<file path="config.mk">
export PLATFORM = sky130hd
export DESIGN_NAME = grid_write_arbiter
export DESIGN_NICKNAME = d
export VERILOG_FILES = /design/src/rtl/grid_write_arbiter.sv
export SDC_FILE = /design/constraint.sdc
export NUM_CORES = 1
export LEC_CHECK = 0
export ABC_AREA = 1
export BUFFER_PORTS_ARGS = -buffer_cell sky130_fd_sc_hd__buf_2
export CAP_MARGIN = 40
export CORE_MARGIN = 3
export CORE_UTILIZATION = 45
export DETAILED_ROUTE_END_ITERATION = 10
export HOLD_SLACK_MARGIN = 0.08
export PLACE_DENSITY = 0.81
export REMOVE_ABC_BUFFERS = 1
export SKIP_LAST_GASP = 1
export SLEW_MARGIN = 20
export SYNTH_ARGS = -nofsm -noshare
export SYNTH_HDL_FRONTEND = slang
export SYNTH_SLANG_ARGS = --single-unit
</file>
<file path="constraint.sdc">
create_clock -name clock -period 1.2 [get_ports clock]
set_input_delay 0.24 -clock clock [delete_from_list [all_inputs] [get_ports clock]]
set_output_delay 0.24 -clock clock [all_outputs]
set_load 0.005 [all_outputs]
</file>
<file path="src/rtl/grid_write_arbiter.sv">
// grid_write_arbiter
// Shares the single VGA grid-memory write port between the player-paint and
// wall-paint requesters (round-robin) and sequences a full-grid clear sweep.
//
// Ports:
//   clock, resetn            clock, asynchronous active-low reset
//   play_req/addr/data       player-paint request, held until play_ack
//   play_ack                 one-cycle pulse, player write on the port this cycle
//   wall_req/addr/data       wall-paint request, held until wall_ack
//   wall_ack                 one-cycle pulse, wall write on the port this cycle
//   clear_start              one-cycle pulse that starts a clear sweep
//   clear_busy               high during every sweep write cycle
//   wren_gridData            grid write enable
//   wraddress_gridData       grid write address
//   data_gridData            grid write data
module grid_write_arbiter #(
    parameter int unsigned       ADDR_W     = 12,
    parameter int unsigned       DATA_W     = 4,
    parameter int unsigned       GRID_CELLS = 4096,
    parameter logic [DATA_W-1:0] CLEAR_VAL  = '0
) (
    input  logic              clock,
    input  logic              resetn,
    input  logic              play_req,
    input  logic [ADDR_W-1:0] play_addr,
    input  logic [DATA_W-1:0] play_data,
    output logic              play_ack,
    input  logic              wall_req,
    input  logic [ADDR_W-1:0] wall_addr,
    input  logic [DATA_W-1:0] wall_data,
    output logic              wall_ack,
    input  logic              clear_start,
    output logic              clear_busy,
    output logic              wren_gridData,
    output logic [ADDR_W-1:0] wraddress_gridData,
    output logic [DATA_W-1:0] data_gridData
);

    localparam logic [0:0] ST_IDLE  = 1'b0;
    localparam logic [0:0] ST_CLEAR = 1'b1;

    localparam logic GRANT_PLAY = 1'b0;
    localparam logic GRANT_WALL = 1'b1;

    localparam logic [ADDR_W-1:0] LAST_CELL = ADDR_W'(GRID_CELLS - 1);

    logic [0:0]        state_q;
    logic [0:0]        state_d;
    logic [ADDR_W-1:0] count_q;
    logic [ADDR_W-1:0] count_d;
    logic              last_grant_q;
    logic              last_grant_d;

    logic              wren_d;
    logic [ADDR_W-1:0] addr_d;
    logic [DATA_W-1:0] data_d;
    logic              play_ack_d;
    logic              wall_ack_d;
    logic              busy_d;

    logic              play_elig;
    logic              wall_elig;
    logic              sweep;

    // A requester still seeing its ack is not eligible, so it cannot be granted twice.
    assign play_elig = play_req && !play_ack;
    assign wall_elig = wall_req && !wall_ack;

    // Next-state and next-output decode.
    always_comb begin
        state_d      = state_q;
        count_d      = count_q;
        last_grant_d = last_grant_q;
        wren_d       = 1'b0;
        addr_d       = wraddress_gridData;
        data_d       = data_gridData;
        play_ack_d   = 1'b0;
        wall_ack_d   = 1'b0;
        busy_d       = 1'b0;
        sweep        = 1'b0;

        case (state_q)
            ST_CLEAR: begin
                sweep = 1'b1;
            end
            default: begin
                if (clear_start) begin
                    sweep = 1'b1;
                end else if (play_elig && (!wall_elig || last_grant_q == GRANT_WALL)) begin
                    wren_d       = 1'b1;
                    addr_d       = play_addr;
                    data_d       = play_data;
                    play_ack_d   = 1'b1;
                    last_grant_d = GRANT_PLAY;
                end else if (wall_elig) begin
                    wren_d       = 1'b1;
                    addr_d       = wall_addr;
                    data_d       = wall_data;
                    wall_ack_d   = 1'b1;
                    last_grant_d = GRANT_WALL;
                end
            end
        endcase

        // The sweep write for count_q is registered here and appears next cycle;
        // after registering the last cell the FSM is back in IDLE, so arbitration
        // runs while that last write is on the port.
        if (sweep) begin
            wren_d = 1'b1;
            addr_d = count_q;
            data_d = CLEAR_VAL;
            busy_d = 1'b1;
            if (count_q == LAST_CELL) begin
                count_d = '0;
                state_d = ST_IDLE;
            end else begin
                count_d = count_q + ADDR_W'(1);
                state_d = ST_CLEAR;
            end
        end
    end

    // State and registered outputs.
    always_ff @(posedge clock or negedge resetn) begin
        if (!resetn) begin
            state_q            <= ST_IDLE;
            count_q            <= '0;
            last_grant_q       <= GRANT_WALL;
            wren_gridData      <= 1'b0;
            wraddress_gridData <= '0;
            data_gridData      <= '0;
            play_ack           <= 1'b0;
            wall_ack           <= 1'b0;
            clear_busy         <= 1'b0;
        end else begin
            state_q            <= state_d;
            count_q            <= count_d;
            last_grant_q       <= last_grant_d;
            wren_gridData      <= wren_d;
            wraddress_gridData <= addr_d;
            data_gridData      <= data_d;
            play_ack           <= play_ack_d;
            wall_ack           <= wall_ack_d;
            clear_busy         <= busy_d;
        end
    end

endmodule

</file>
==> qor.yml <==
clock-sinks: 34
dieArea_um2: 4601
worstPathArrival_ns: 1.59
nNetsFinal: 327
antenna_found_initial: 0
dpl-instance-area_um2: 2141
grt_max_degree: 24
holdCritPathClass: "input pin to register"
insertion_delay_ns: 0.30
final.fill_count: 219
fin_ws_ns: -0.2019
netlist_instances: 200
dp_slack_ns: -0.1214
min-delay-start: "wall_addr[3]"
cp.required_ns: 1.38
critPathCaptureType: "register"
core_um2: 3495
yosysSeqAreaShare_pct: 49.53
tightest_slew_ns: 0.3133
reg2reg_depth: 7
finalWirelength_um: 5923
grt-ovfl-total: 0
placedCellCount: 312
worstSetupPathType: "register to register"
via_per_inst: 5.536
violations: "setup timing"
finalSetupTns_ns: -2.261
ir_worst_vdd_v: 0.001075
start_util_pct: 49.23
io_pins: 57
die_h_um: 67.83
htree_levels: 2
synth_area_um2: 1720
ys_ff_latch: 34
worstHoldEndpoint: "wraddress_gridData[3]$_DFFE_PN0P_"
fmax_mhz: 713.3
first_iter_violations: 154
met1_length_um: 2123
wl_per_cell_um: 17.63
hold_viol: 0
grt_pass1_wl_um: 7583
status: "finished with violations"
power_mw: 4.019
ff2ff_setup_slack_ns: -0.20
min_delay_path_depth: 3
maxSlewHeadroom_pct: 78.89
mostFrequentLayoutCells: "56 x buf_2, 33 x dfrtp_1, 24 x nor2_1, 24 x nand2_1, 23 x o21ai_1"
yosys_warnings: 0
final_cells: 336
grtUsageTotal_pct: 22.47
cp-start-kind: "register"
rows: 21
finish.utilization_pct: 74.90
leakagePower_nw: 1.243
wl_met3_um: 456
powerDensity_nw_per_um2: 1536
holdWs_ns: 0.1779
hpwl_um: 3280
cts_root_buf: "clkbuf_8"
stdcell_area_um2: 2618
tritoncts: "built"
cts.clk_slew.worst_paths_ns: 0.07
finalCritPeriodShare_pct: 116.8
drc: 0
vias: 1860
skew_ns: 0.006940
clockBufferDepth: 2
period_needed_ns: 1.402
cts-buffers-inserted: 5
wl_met2_um: 3157
die_w_um: 67.83
numPortBuffers: 56
gp_congestion: 0.8167
ys_types: 28
setup_violations: 28
cap_violations: 0
dr.pass1.iters: 4
synth_area_per_cell_um2: 8.602
postRouteAntennaNets: 0
highest_layer: "met4"
slew_viol_final: 0
final_common_cell: "buf_2"
cp_max_fo: 4
rsz0062_at_grt: "true"
synthToLayoutAreaGrowth_pct: 52.15
worstReg2RegEnd: "count_q[6]$_DFFE_PN0P_"
drive_above_1_share_pct: 51.72
diodes: 0
grt_pass1_vias: 1652
reg2reg_from: "count_q[1]$_DFFE_PN0P_"
sequential cells by signal, summed over array words and instances (netlist names):
register,cells
count_q,12
wraddress_gridData,12
data_gridData,4
clear_busy,1
last_grant_q,1
play_ack,1
state_q,1
wall_ack,1
wren_gridData,1
logic make-up (layout without fill, tap and decap cells):
logic type      count (synthesis)  count (layout)  share of synthesized area (%)
compound gates                 53              53                          16.87
simple gates                   81              83                          22.84
fa+ha+maj                       1               1                         0.7272
flops                          34              34                          49.53
buf+inv                        27             115                          8.000
xor+xnor                        4               4                          2.037
layer usage:
metal  track usage (%)  vias up
met5                 0        -
met4             9.926        0
met3             4.598       21
met2             37.55      112
met1             28.09      887
li1                  -      840
what timing repair did:
item / 4_1_cts / 5_1_grt
endpoints found under the setup margin: 28 / 29
cloned: 1 / 3
resized for setup: 33 / 62
pin swaps: 4 / 19
buffers inserted: 3 / 8
endpoints found under the hold margin: 11 / 0
hold buffers: 1 / 0
synth_stat cells:
library cell,count,area (um^2)
xnor2_1,2,17.52
o21ai_0,29,145.1
nand2_4,2,22.52
dfrtp_1,33,825.8
nor2_4,1,11.26
nand3b_2,1,11.26
a21oi_1,3,15.01
o21bai_1,1,7.510
nor3_1,2,10.01
nand2_1,26,97.59
buf_4,4,30.03
nand3_1,8,40.04
clkinv_4,1,8.760
nor3_4,1,16.27
ha_1,1,12.51
nand2_2,3,18.77
inv_2,2,7.510
a22oi_1,9,67.56
nor2_1,32,120.1
nor2_2,2,12.51
o21ai_1,11,55.05
clkbuf_2,1,5.000
buf_6,2,22.52
dfstp_2,1,26.28
inv_1,17,63.81
nand4_1,2,12.51
xor2_1,2,17.52
nor2_8,1,20.02
report_power, final:
group,internal [mW],switching (mW)
sequential,1.43,0.239
combinational,0.706,0.800
clock,0.402,0.444
total,2.54,1.48
area by class of cell:
| cell class | instances | area (um^2) | share of cell area, % |
|---|---|---|---|
| clock inverters | 2 | 10.01 | 0.3824 |
| well taps | 46 | 57.56 | 2.199 |
| flip-flops and latches | 34 | 852.1 | 32.55 |
| repair buffers | 85 | 559.3 | 21.37 |
| repair inverters | 2 | 25.02 | 0.9560 |
| inverters | 20 | 102.6 | 3.920 |
| clock buffers | 6 | 72.57 | 2.772 |
| multi-input cells | 141 | 938.4 | 35.85 |
worst max-delay path: stages (launching register included):
cell     delay, ns
dfrtp_1       0.42
ha_4          0.18
nand2_4       0.06
nor2_4        0.18
buf_4         0.15
buf_6         0.08
nand2_1       0.06
xnor2_1       0.14
worst max-delay path by stage:
stage | from | endpoint | slack [ns] | cells past startpoint
3_5_place_dp | count_q[0]$_DFFE_PN0P_ | count_q[9]$_DFFE_PN0P_ | -0.12 | 6
5_1_grt | count_q[1]$_DFFE_PN0P_ | count_q[10]$_DFFE_PN0P_ | -0.26 | 8
3_3_place_gp | count_q[0]$_DFFE_PN0P_ | count_q[9]$_DFFE_PN0P_ | -0.08 | 6
2_1_floorplan | state_q$_DFFE_PN0P_ | wraddress_gridData[6]$_DFFE_PN0P_ | -0.25 | 5
6_report | count_q[1]$_DFFE_PN0P_ | count_q[6]$_DFFE_PN0P_ | -0.20 | 7
4_1_cts | count_q[0]$_DFFE_PN0P_ | count_q[9]$_DFFE_PN0P_ | -0.12 | 6
(Power assumes the default switching activity.)
